===== src/rtl/seg_refresh_ctrl.sv =====
// Purpose: arbitrates two 64-bit frame requesters onto a serial shifter and periodically re-sends the held frame.
// Latency: request sampled in IDLE on cycle N gives start/ack on cycle N+1; transfer ends one cycle after done or timeout.
// Backpressure: requests are level-held until acked; while busy they stay pending and are arbitrated in the first IDLE cycle.
module seg_refresh_ctrl #(
    parameter int unsigned REFRESH_DIV = 50000000,
    parameter int unsigned TIMEOUT     = 1024
) (
    input  logic        clk,
    input  logic        rst,
    input  logic        req_a,
    input  logic [63:0] data_a,
    input  logic        req_b,
    input  logic [63:0] data_b,
    input  logic        done,
    output logic [63:0] p_data,
    output logic        start,
    output logic        ack_a,
    output logic        ack_b,
    output logic        busy,
    output logic        src,
    output logic        timeout_err
);

    localparam int unsigned RW = (REFRESH_DIV > 1) ? $clog2(REFRESH_DIV) : 1;
    localparam int unsigned WW = (TIMEOUT > 1) ? $clog2(TIMEOUT) : 1;
    localparam logic [RW-1:0] REFRESH_LAST = RW'(REFRESH_DIV - 1);
    localparam logic [WW-1:0] WAIT_LAST    = WW'(TIMEOUT - 1);

    typedef enum logic [1:0] {
        IDLE = 2'd0,
        LOAD = 2'd1,
        WAIT = 2'd2
    } state_t;

    state_t        state;
    logic [RW-1:0] refresh_cnt;
    logic [WW-1:0] wait_cnt;
    logic          last_b;      // 1 when the most recent request grant went to B
    logic          grant_a;
    logic          grant_b;
    logic          refresh_hit;
    logic          wait_hit;

    // Round-robin grant: a lone request wins, a contested one goes to whoever was not served last.
    always_comb begin
        grant_a     = req_a && (!req_b || last_b);
        grant_b     = req_b && !grant_a;
        refresh_hit = (refresh_cnt == REFRESH_LAST);
        wait_hit    = (wait_cnt == WAIT_LAST);
    end

    // Transfer FSM with registered outputs; start/ack are one-cycle pulses asserted while in LOAD.
    always_ff @(posedge clk or negedge rst) begin
        if (!rst) begin
            state       <= IDLE;
            p_data      <= '0;
            src         <= 1'b0;
            start       <= 1'b0;
            ack_a       <= 1'b0;
            ack_b       <= 1'b0;
            busy        <= 1'b0;
            timeout_err <= 1'b0;
            refresh_cnt <= '0;
            wait_cnt    <= '0;
            last_b      <= 1'b1;
        end else begin
            start <= 1'b0;
            ack_a <= 1'b0;
            ack_b <= 1'b0;
            case (state)
                IDLE: begin
                    if (grant_a || grant_b) begin
                        // A real request always beats a refresh expiring in the same cycle.
                        state       <= LOAD;
                        busy        <= 1'b1;
                        start       <= 1'b1;
                        ack_a       <= grant_a;
                        ack_b       <= grant_b;
                        p_data      <= grant_a ? data_a : data_b;
                        src         <= grant_b;
                        last_b      <= grant_b;
                        refresh_cnt <= '0;
                    end else if (refresh_hit) begin
                        // Re-send the held frame untouched; arbitration history is not disturbed.
                        state       <= LOAD;
                        busy        <= 1'b1;
                        start       <= 1'b1;
                        refresh_cnt <= '0;
                    end else begin
                        refresh_cnt <= refresh_cnt + 1'b1;
                    end
                end
                LOAD: begin
                    state    <= WAIT;
                    wait_cnt <= '0;
                end
                WAIT: begin
                    if (done) begin
                        // done wins over a coinciding timeout, so no error is flagged.
                        state <= IDLE;
                        busy  <= 1'b0;
                    end else if (wait_hit) begin
                        timeout_err <= 1'b1;
                        state       <= IDLE;
                        busy        <= 1'b0;
                    end else begin
                        wait_cnt <= wait_cnt + 1'b1;
                    end
                end
                default: begin
                    state <= IDLE;
                    busy  <= 1'b0;
                end
            endcase
        end
    end

endmodule


===== config.mk =====
export PLATFORM = sky130hd
export DESIGN_NAME = seg_refresh_ctrl
export DESIGN_NICKNAME = d
export VERILOG_FILES = /design/src/rtl/seg_refresh_ctrl.sv
export SDC_FILE = /design/constraint.sdc
export NUM_CORES = 1
export LEC_CHECK = 0
export CAP_MARGIN = 20
export CORE_AREA = 2 2 108 110
export CTS_CLUSTER_SIZE = 24
export DETAILED_ROUTE_END_ITERATION = 8
export DIE_AREA = 0 0 110 112
export MAX_ROUTING_LAYER = met4
export PLACE_DENSITY_LB_ADDON = 0.25
export SLEW_MARGIN = 10
export SYNTH_ARGS = -nofsm -noshare
export SYNTH_HDL_FRONTEND = slang
export SYNTH_SLANG_ARGS = --single-unit

===== constraint.sdc =====
create_clock -name clk -period 2.6 [get_ports clk]
set_input_delay 0.52 -clock clk [delete_from_list [all_inputs] [get_ports clk]]
set_output_delay 0.52 -clock clk [all_outputs]
set_load 0.02 [all_outputs]

# Word-level counts from Yosys, hierarchy flattened
# Cells that the tools add are included.
# totals
inputBits	133
latchBits	0
wordCells	59
romBits	0
memories	0
reg_bits	109
output_inout_bits	70
mem_bits_rw	0
# op_classes
n_mul	0
n_shift	0
add_sub_neg	2
eq_ne	8
n_reduce_logical	13
magnitude_cmp	0
n_div	0
mux	23
bitwise	2
# op_table
op	n
$mux W64	1
$mux W26	2
$add A26 B1 Y26 const B	1
$eq A26 B26 Y1 const B	1
$mux W10	2
$pmux W10 S2	1
$mux W1	11
$add A10 B1 Y10 const B	1
$eq A10 B10 Y1 const B	1
$reduce_and A3 Y1	3
$mux W2	4
$ne A3 B3 Y1 const B	2
$pmux W2 S3	1
$ne A2 B2 Y1 const B	2
$reduce_and A2 Y1	2
$pmux W1 S3	1
$eq A2 B1 Y1 const B	1
$eq A2 B2 Y1 const B	1
$logic_and A1 B1 Y1	2
$logic_not A1 Y1	2
$logic_not A2 Y1	1
$logic_or A1 B1 Y1	2
$not A1 Y1	2
$reduce_bool A2 Y1	1

# Longest topological paths before layout
# Gate-level depths: netlist (run 1).
# depth
ltp_word	8
ltp_mapped	7

# Worst setup path before layout (run 1)
# Ideal clock, no wire load.
# synth_timing
path_type	register to register
startpoint	reg refresh_cnt[0]
endpoint	reg refresh_cnt[13]
setup_time_ns	0.143
period_less_slack_ns	1.616
path_slack_ns	0.984
arrival_ns	1.472
stages_incl_launch_ff	7
cell_sequence	dfrtp_1 -> ha_1 -> nor4b_1 -> nand4_1 -> o21ai_2 -> buf_2 -> a22oi_1
# synth_via
elab_chain_len	3
word_cells_on_any_way	4
cone_classes	add/sub (1); eq/ne (1); mux (2)
# synth_lines
element	line	rtl
start, declared	36	logic [RW-1:0] refresh_cnt;
start signal, assigned	90	refresh_cnt <= refresh_cnt + 1'b1;
$add A26 B1 Y26 or $eq A26 B26 Y1 (tied branches)	90, 48	
$mux W26 (*)	83	end else if (refresh_hit) begin
$mux W26 (*)	72	if (grant_a || grant_b) begin
# Every way passes the cells marked *; elsewhere a longest branch is shown, timed or not.
# A chain may end at the register's enable or synchronous reset.

# Worst setup path in the final report (run 1)
# layout_timing
startpoint	reg wait_cnt[1]
endpoint	reg wait_cnt[3]
# layout_via
elab_chain_len	4
word_cells_on_any_way	7
cone_classes	add/sub (1); eq/ne (2); mux (3); reduce/logical (1)
# layout_lines
element	line	rtl
start, declared	37	logic [WW-1:0] wait_cnt;
start signal, assigned	107	wait_cnt <= wait_cnt + 1'b1;
$add A10 B1 Y10	107	
$mux W10	102	end else if (wait_hit) begin
$mux W10	98	if (done) begin
$pmux W10 S2	70	case (state)
# Parallel ways exist; a longest one is shown, timed or not. The select of a mux whose other input is x is not followed.

==> results of run 1 <==
logic make-up (layout without fill, tap and decap cells):
group / after synthesis / in the layout
AOI/OAI and AO/OA: 132 / 132
DFF: 109 / 109
adders and majority gates: 2 / 2
and+or+nand+nor: 159 / 159
buffers and inverters: 39 / 233
muxes: 64 / 64
xor gates and xnor gates: 10 / 10
routing by layer:
| layer | wire [um] | share of wire [%] |
|---|---|---|
| met5 | 0 | 0 |
| met3 | 830 | 5.7 |
| met1 | 5920 | 40 |
| met4 | 269 | 1.8 |
| met2 | 7640 | 52 |
per-stage QoR:
step | utilization, % | total power [W]
after floorplan | - | 0.00433
after global placement | 66.7 | 0.00601
after detailed placement | 66.7 | 0.00611
after CTS | 69.7 | 0.00764
after global routing | 69.7 | 0.00798
final | 69.7 | 0.00758
path summary, 6_finish.rpt:
kind	end	slack (ns)	depth (start not counted)
hold reg to reg	timeout_err	0.46	1
max in group asynchronous	refresh_cnt[22]	1.67	2
setup reg to reg	wait_cnt[3]	0.42	6
setup / recovery	wait_cnt[3]	0.42	6
min in group clk	timeout_err	0.46	1
hold / removal	refresh_cnt[7]	0.21	1
critical path: stages, from the launching register on:
cell and delay [ns]:
dfrtp_1 0.41, ha_1 0.23, nand3_1 0.18, o31ai_1 0.82, buf_4 0.27, o211ai_1 0.10
o31ai_1 0.08
layout make-up:
class                      instances  area (um^2)  area share (%)
clock buffer                      11          243            3.12
timing repair buffer             213         2160            27.8
clock inverter                     5         83.8            1.08
multi-input combinational        367         2370            30.4
inverter                           4         15.0           0.193
tap                              143          179            2.30
sequential                       109         2730            35.1
state kept, by name (all words and copies together) (netlist names):
| register | cells |
|---|---|
| ack_b | 1 |
| timeout_err | 1 |
| busy | 1 |
| p_data | 64 |
| start | 1 |
| src | 1 |
| last_b | 1 |
| refresh_cnt | 26 |
| state | 2 |
| wait_cnt | 10 |
| ack_a | 1 |
cell usage after synthesis (2+ instances only):
cell	count
dfrtp_1	108
nor3_1	2
and2_1	4
a21oi_1	12
xor2_1	9
a22oi_1	14
nand3_1	15
nand2_1	82
o21ai_1	2
nor4b_1	2
o311ai_0	3
buf_4	4
buf_2	14
o211ai_1	6
inv_1	4
clkbuf_1	16
a21o_1	2
and3_1	7
nand4_1	10
nor2_1	6
ha_1	2
o21ai_0	77
or4_1	7
o41ai_1	2
o31ai_1	11
and4_1	5
or3_1	9
mux2i_1	64
power groups by stage:
stage | Sequential (W) | Clock [W] | Combinational [W]
finish | 0.00262 | 0.00151 | 0.00344
global route | 0.00270 | 0.00160 | 0.00368
CTS | 0.00263 | 0.00154 | 0.00347
detailed placement | 0.00264 | 0 | 0.00347
global placement | 0.00262 | 0 | 0.00340
floorplan | 0.00323 | 0 | 0.00111
==> impl_metrics.csv, run 1 <==
group,metric,value,unit
power_and_ir_drop,p_leak,3.45,nW
clocking,cts_setup_buffers,0,
global_routing,gr-max-usage-layer,"met2",
detailed_routing,viasPerCell,5.48,
clocking,clkSlewWorstSetupHoldPaths,0.07,ns
timing,setup_tns,0,ns
power_and_ir_drop,seqPwrFrac,34.6,%
die,die_h,112,um
min_path,holdCritPathClass,"input port to async pin",
global_routing,antenna_found_initial,0,
critical_path,crit_arrival,2.45,ns
detailed_routing,drc_errors,0,
clocking,cts_resized,0,
timing,setup_viol,0,
layout,drive_above_1_share,5.08,%
power_and_ir_drop,p_sw_share,37.9,%
clocking,cts_hold_buf,0,
synth,muxShareOfSynthArea,12.2,%
clocking,clock_latency,0.36,ns
critical_path,cp-end-kind,"flop",
critical_path,worstReg2RegStart,"wait_cnt[1]",
die,initial_core_util,47.0,%
placed_design,dpl-instance-area,0.00746,mm^2
timing,max_freq,0.459,GHz
detailed_routing,post_drt_wl_per_cell,17.2,um
power_and_ir_drop,p_comb_share,45.5,%
placed_design,dpl.cell_count,836,
synth,yosys.area.top_type_share,51.5,%
layout,stdcell_count,852,
clocking,cts-root-buf,"clkbuf_16",
placed_design,port_buffers,202,
timing,hold_ws,0.205,ns
detailed_routing,vias,4669,
critical_path,required,2.87,ns
die,coreArea,0.0112,mm^2
timing,setup_slack,0.421,ns
power_and_ir_drop,peakVddDrop,0.000597,V
timing,rsz0062_at_grt,"false",
placed_design,pre_cts_slack,0.296,ns
critical_path,startpoint,"wait_cnt[1]",
layout,nets,839,
layout,final_cell_area,0.00778,mm^2
synth,synth_fa_ha_area_share,0.476,%
layout,n_fill_cell,823,
synth,ys_ff_latch,109,
synth,async_flop_share,100,%
clocking,cts_num_sinks,109,
global_routing,grt_use_met1,30.4,%
global_routing,grt_util_met2,43.2,%
global_routing,grt_overflow,0,
placed_design,dpl.hpwl,10700,um
timing,finalClockSkew,0.00602,ns
die,dieWidth,110,um
synth,ys.flop_type,"dfrtp_1",
critical_path,start_kind,"flop",
timing,finalCritPeriodShare,83.8,%
layout,syn_to_final_growth,48.2,%
global_routing,grt_max_degree,80,
synth,syn_avg_cell_area,10.2,um^2
synth,synth_cell_types,44,
global_routing,grt_use_met3,6.50,%
global_routing,grt_pass1_wl,23900,um
power_and_ir_drop,p_sw,0.00287,W
synth,synth_edf_count,0,
timing,finalHoldViolCount,0,
synth,yosys.area_share.simple,15.6,%
detailed_routing,route.final.wire_length,14700,um
synth,synth_top_cells_by_area,"dfrtp_1, mux2i_1, o21ai_0",
global_routing,grt_usage,25.8,%
layout,diodes,0,
power_and_ir_drop,pwr-share-clk,19.9,%
die,die_area,0.0123,mm^2
flow_run,maxCapViolations,0,
critical_path,crit_type,"flop to flop",
global_routing,first_global_vias,4746,
critical_path,path_max_fanout,8,
power_and_ir_drop,power.density,973,mW/mm^2
synth,postSynthCellCount,515,
detailed_routing,drtIter0Drc,339,
synth,synth-compound-area-share,14.7,%
clocking,cts_buffers,9,
synth,synth_xor_area_share,1.67,%
synth,synth_top_family_by_area,"simple AND/OR/NAND/NOR gates",
timing,min_period,2.18,ns
synth,yosysTopAreaCell,"dfrtp_1",
clocking,cts_tree,"yes",
synth,synth-seq-area-share,52.0,%
detailed_routing,drtPass1Iterations,5,
timing,finalMaxSlewViolations,0,
placed_design,gp_congestion,0.833,
detailed_routing,postRouteAntennaNets,0,
layout,final_cell_mix,"clkdlybuf4s50_1, dfrtp_1, nand2_1",
timing,tightest_slew,0.916,ns
power_and_ir_drop,internal-power,0.00470,W
die,io_pins,203,
clocking,cts.path.max_buffers,2,
timing,slew_headroom,38.4,%
status,status,"finished, final reports clean",
layout,mostFrequentLayoutCell,"clkdlybuf4s50_1",
die,rows,39,
synth,syn-cell-area,0.00525,mm^2
synth,yosys_warnings,0,
clocking,h-tree-depth,3,
synth,synth_fp_nets,650,
Note: power is estimated with default switching activity, not from simulation.
==> run 2, diff against run 1 <==
--- a/config.mk
+++ b/config.mk
@@ -6,10 +6,10 @@
 export NUM_CORES = 1
 export LEC_CHECK = 0
 export CAP_MARGIN = 20
-export CORE_AREA = 2 2 108 110
+export CORE_AREA = 2 2 118 120
 export CTS_CLUSTER_SIZE = 24
 export DETAILED_ROUTE_END_ITERATION = 8
-export DIE_AREA = 0 0 110 112
+export DIE_AREA = 0 0 120 122
 export MAX_ROUTING_LAYER = met4
 export PLACE_DENSITY_LB_ADDON = 0.25
 export SLEW_MARGIN = 10
==> constraint.sdc (replaced) <==
create_clock -name clk -period 1.95 [get_ports clk]
set_input_delay 0.39 -clock clk [delete_from_list [all_inputs] [get_ports clk]]
set_output_delay 0.39 -clock clk [all_outputs]
set_load 0.02 [all_outputs]
==> run 2 against run 1 <==
  * Hold slack better by 0.27 ns
  * Die area up 19%
  * Register-to-register slack lost 0.28 ns
  * Highest routed layer unchanged
  * Largest cell class unchanged
==> impl_metrics.csv, run 2 (synthesized netlist as in run 1, its figures left out) <==
group,metric,value,unit
clocking,cts_buffers,9,
layout,diodes,0,
critical_path,cp-end-kind,"flop",
timing,finalClockSkew,0.00784,ns
layout,finalCoreUtilization,58.8,%
layout,largest-register,"p_data",
timing,setup_viol,0,
critical_path,crit_type,"flop to flop",
global_routing,grt_overflow,0,
layout,largest_register_ffs,64,
die,rows,43,
clocking,cts_setup_buffers,0,
layout,drive_above_1_share,6.92,%
critical_path,required,2.21,ns
timing,finalHoldViolCount,0,
critical_path,start_kind,"flop",
power_and_ir_drop,p_comb_share,46.5,%
critical_path,worstReg2RegStart,"refresh_cnt[0]",
global_routing,first_global_vias,4778,
timing,finalCritPeriodShare,92.8,%
die,io_pins,203,
layout,stdcell_count,903,
power_and_ir_drop,p_sw,0.00380,W
clocking,cts_tree,"yes",
clocking,cts_num_sinks,109,
clocking,cts_resized,0,
detailed_routing,route.final.wire_length,15100,um
clocking,clkSlewWorstSetupHoldPaths,0.07,ns
power_and_ir_drop,power.density,1260,mW/mm^2
power_and_ir_drop,power.total,0.00998,W
layout,syn_to_final_growth,51.3,%
timing,max_freq,0.553,GHz
timing,finalMaxSlewViolations,0,
die,dieWidth,120,um
detailed_routing,route.met3.wl,807,um
detailed_routing,drtIter0Drc,243,
placed_design,port_buffers,202,
power_and_ir_drop,internal-power,0.00618,W
timing,hold_ws,0.471,ns
placed_design,dpl.hpwl,11200,um
detailed_routing,routed.top_layer,"met4",
power_and_ir_drop,seqPwrFrac,34.8,%
timing,slew_headroom,68.4,%
die,initial_core_util,38.9,%
global_routing,grt_max_degree,71,
min_path,holdCritPathClass,"flop to flop",
power_and_ir_drop,p_sw_share,38.1,%
detailed_routing,drtPass1Iterations,5,
clocking,clock_latency,0.35,ns
detailed_routing,postRouteAntennaNets,0,
layout,final_cell_mix,"clkdlybuf4s50_1, dfrtp_1, nand2_1",
global_routing,grt_usage,21.5,%
detailed_routing,viasPerCell,5.18,
critical_path,slowest_stage,"or4_1",
critical_path,startpoint,"refresh_cnt[0]",
critical_path,critPathMaxStageDelay,0.42,ns
detailed_routing,wl_met1,6490,um
die,die_h,122,um
global_routing,antenna_found_initial,0,
critical_path,path_max_fanout,6,
detailed_routing,drc_errors,0,
detailed_routing,post_drt_wl_per_cell,16.7,um
detailed_routing,vias,4680,
timing,setup_tns,0,ns
layout,nets,853,
power_and_ir_drop,peakVddDrop,0.000703,V
flow_run,maxCapViolations,0,
critical_path,path_cells,"ha_1 -> and4bb_1 -> nand3_1 -> or4_1 -> a22oi_1",
timing,tightest_slew,0.471,ns
layout,mostFrequentLayoutCell,"clkdlybuf4s50_1",
clocking,cts.path.max_buffers,2,
status,status,"finished, final reports clean",
timing,min_period,1.81,ns
placed_design,gp_congestion,0.844,
min_path,worstHoldStart,"timeout_err",
critical_path,crit_arrival,2.07,ns
timing,rsz0062_at_grt,"false",
die,coreArea,0.0135,mm^2
power_and_ir_drop,pwr-share-clk,18.7,%
clocking,cts-root-buf,"clkbuf_16",
clocking,h-tree-depth,3,
placed_design,dpl.cell_count,886,
layout,reg.largest.list,"p_data (64), refresh_cnt (26), wait_cnt (10)",
power_and_ir_drop,p_leak,3.53,nW
detailed_routing,wl_met2,7570,um
global_routing,grt_pass1_wl,24000,um
die,die_area,0.0146,mm^2
run 2: final timing paths:
kind                                    to  slack [ns]  cells past startpoint
max                        refresh_cnt[22]        0.14                      5
min                            timeout_err        0.47                      1
max reg2reg                refresh_cnt[22]        0.14                      5
min reg2reg                    timeout_err        0.47                      1
max in group asynchronous           last_b        0.80                      3
min in group asynchronous            start        0.53                      2
run 2: what timing repair did:
item,4_1_cts,5_1_grt
hold endpoints to repair,26,0
endpoints found under the setup margin,0,0
hold buffers,1,0
run 2: metrics by stage:
stage	area (um^2)	worst slack, ns
finish	7950	0.141
global route	7950	0.00745
CTS	7950	0.153
detailed placement	7640	-0.0908
global placement	7640	-0.0830
floorplan	5250	0.334
run 2: power groups by stage:
stage          clock network [W]  logic [W]  registers [W]
2_1_floorplan                  0    0.00148        0.00430
3_3_place_gp                   0    0.00462        0.00348
3_5_place_dp                   0    0.00467        0.00350
4_1_cts                  0.00191    0.00469        0.00348
5_1_grt                  0.00198    0.00501        0.00358
6_report                 0.00186    0.00464        0.00347
run 2: layout make-up:
cell class / instances / area (um^2)
clock buffer: 9 / 225
clock inverter: 7 / 71.3
fill: 1172 / 5560
inverter: 4 / 15.0
multi-input combinational: 367 / 2370
sequential: 109 / 2730
tap: 180 / 225
timing repair buffer: 227 / 2310
run 2: metal layers:
layer	global-route usage (%)	vias up
met5	-	-
li1	-	2272
met1	26.3	2249
met3	4.68	14
met4	6.91	0
met2	35.6	145
run 2: critical path: cells and delay by family (launching register included):
kind	cells	cell delay [ns]
AO/OA/AOI/OAI	1	0.17
adder cells (fa/ha/maj)	1	0.22
flip-flops	1	0.39
AND/OR/NAND/NOR	3	0.95
==> run 3, diff against run 2 <==
--- a/config.mk
+++ b/config.mk
@@ -7,11 +7,12 @@
 export LEC_CHECK = 0
 export CAP_MARGIN = 20
 export CORE_AREA = 2 2 118 120
+export CTS_CLUSTER_DIAMETER = 150
 export CTS_CLUSTER_SIZE = 24
 export DETAILED_ROUTE_END_ITERATION = 8
 export DIE_AREA = 0 0 120 122
 export MAX_ROUTING_LAYER = met4
-export PLACE_DENSITY_LB_ADDON = 0.25
+export PLACE_DENSITY = 0.76
 export SLEW_MARGIN = 10
 export SYNTH_ARGS = -nofsm -noshare
 export SYNTH_HDL_FRONTEND = slang
==> run 3 against run 2 <==
  * Clock skew grew 0.00096 ns
  * Register-to-register slack barely moved
  * Sequential share of layout area down 0.26 points
  * Global-route usage shrank 0.74 points
  * Combinational power up 3%
  * Hold slack got worse by 0.012 ns
  * Largest cell class unchanged
  * Highest routed layer unchanged
==> impl_metrics.csv, run 3 (synthesized netlist as in run 1, its figures left out) <==
group,metric,value,unit
critical_path,path_max_fanout,5,
placed_design,gp_congestion,0.861,
layout,diodes,0,
global_routing,first_global_vias,4639,
placed_design,dpl-instance-area,0.00768,mm^2
clocking,clkSlewWorstSetupHoldPaths,0.07,ns
layout,regArea,0.00273,mm^2
placed_design,dpl.hpwl,10800,um
global_routing,antenna_found_initial,0,
layout,largest-register,"p_data",
global_routing,grt_max_degree,46,
power_and_ir_drop,power.density,1270,mW/mm^2
die,die_h,122,um
status,status,"finished, final reports clean",
placed_design,pre_cts_slack,-0.0744,ns
die,die_area,0.0146,mm^2
clocking,cts.path.max_buffers,2,
power_and_ir_drop,p_leak,3.55,nW
timing,tightest_slew,0.399,ns
timing,setup_viol,0,
layout,final_cell_mix,"clkdlybuf4s50_1, dfrtp_1, nand2_1",
detailed_routing,vias,4714,
critical_path,critPathTopFamily,"simple AND/OR/NAND/NOR gates",
layout,final_cell_area,0.00801,mm^2
clocking,cts_setup_buffers,0,
die,initial_core_util,38.9,%
layout,mostFrequentLayoutCell,"clkdlybuf4s50_1",
critical_path,crit_arrival,2.06,ns
die,dieWidth,120,um
timing,rsz0062_at_grt,"false",
timing,slew_headroom,73.4,%
timing,finalClockSkew,0.00880,ns
clocking,h-tree-depth,3,
clocking,clock_latency,0.35,ns
power_and_ir_drop,peakVddDrop,0.000680,V
detailed_routing,postRouteAntennaNets,0,
detailed_routing,viasPerCell,5.20,
power_and_ir_drop,power.total,0.0102,W
layout,largest_register_ffs,64,
critical_path,start_kind,"flop",
layout,multi_input_area,0.00237,mm^2
clocking,cts_tree,"yes",
timing,hold_ws,0.459,ns
critical_path,cp-end-kind,"flop",
critical_path,required,2.22,ns
detailed_routing,drc_errors,0,
timing,finalMaxSlewViolations,0,
critical_path,crit_buf_inv,0,
timing,finalHoldViolCount,0,
layout,drive_above_1_share,7.57,%
layout,finalCoreUtilization,59.3,%
critical_path,slowest_stage,"or4_1",
global_routing,grt_usage,20.8,%
detailed_routing,post_drt_wl_per_cell,15.8,um
critical_path,crit_type,"flop to flop",
layout,syn_to_final_growth,52.4,%
detailed_routing,drtIter0Drc,276,
timing,min_period,1.80,ns
detailed_routing,drtPass1Iterations,5,
placed_design,port_buffers,202,
die,coreArea,0.0135,mm^2
timing,setup_slack,0.154,ns
min_path,holdCritPathClass,"flop to flop",
global_routing,grt_overflow,0,
flow_run,maxCapViolations,0,
critical_path,critPathMaxStageDelay,0.41,ns
die,io_pins,203,
critical_path,path_cells,"ha_1 -> and4bb_1 -> nand3_1 -> or4_1 -> a22oi_1",
timing,max_freq,0.557,GHz
layout,nets,857,
clocking,cts_buffers,9,
layout,reg.largest.list,"p_data (64), refresh_cnt (26), wait_cnt (10)",
detailed_routing,route.final.wire_length,14300,um
layout,n_fill_cell,1114,
global_routing,grt_pass1_wl,23100,um
clocking,cts-root-buf,"clkbuf_16",
timing,finalCritPeriodShare,92.1,%
clocking,cts_num_sinks,109,
die,rows,43,
-- run 3: layer usage --
metal / share of wire [%] / routed length [um] / GRT usage (%)
met5: 0 / 0 / -
met4: 2.1 / 300 / 6.99
met1: 41 / 5880 / 25.5
met3: 6.8 / 976 / 5.38
met2: 50 / 7150 / 33.4
-- run 3: final cells by class --
| cell class | count | area share (%) |
|---|---|---|
| Inverter | 4 | 0.188 |
| Clock inverter | 6 | 0.891 |
| Tap cell | 180 | 2.81 |
| Sequential cell | 109 | 34.1 |
| Timing Repair Buffer | 231 | 29.4 |
| Multi-Input combinational cell | 367 | 29.7 |
| Clock buffer | 10 | 2.98 |
-- run 3: report_power, final --
group / switching, W / internal, W
Sequential: 0.000437 / 0.00303
Clock: 0.000857 / 0.00104
Combinational: 0.00254 / 0.00226
-- run 3: repair_timing --
item / in CTS / in global routing
endpoints found under the hold margin: 24 / 0
hold buffers: 1 / 0
endpoints found under the setup margin: 0 / 1
gates resized for setup: 0 / 1
-- run 3: worst reg2reg max path, stage by stage, from the launching register on --
cell and delay [ns]:
dfrtp_1 0.39, ha_1 0.23, and4bb_1 0.37, nand3_1 0.14
or4_1 0.41, a22oi_1 0.17
-- run 3: path summary, 6_finish.rpt --
| check | cells after the start | endpoint | from | slack (ns) |
|---|---|---|---|---|
| setup / recovery | 5 | refresh_cnt[22] | refresh_cnt[0] | 0.15 |
| hold / removal | 1 | timeout_err | timeout_err | 0.46 |
| setup reg to reg | 5 | refresh_cnt[22] | refresh_cnt[0] | 0.15 |
| hold reg to reg | 1 | timeout_err | timeout_err | 0.46 |
| max in group asynchronous | 3 | start | rst | 0.81 |
| min in group asynchronous | 2 | refresh_cnt[25] | rst | 0.51 |
-- run 3: metrics by stage --
stage / instances / TNS, ns
floorplan: 515 / 0
global route: 907 / 0
global placement: 890 / -0.0476
detailed placement: 890 / -0.619
CTS: 907 / 0
finish: 907 / 0
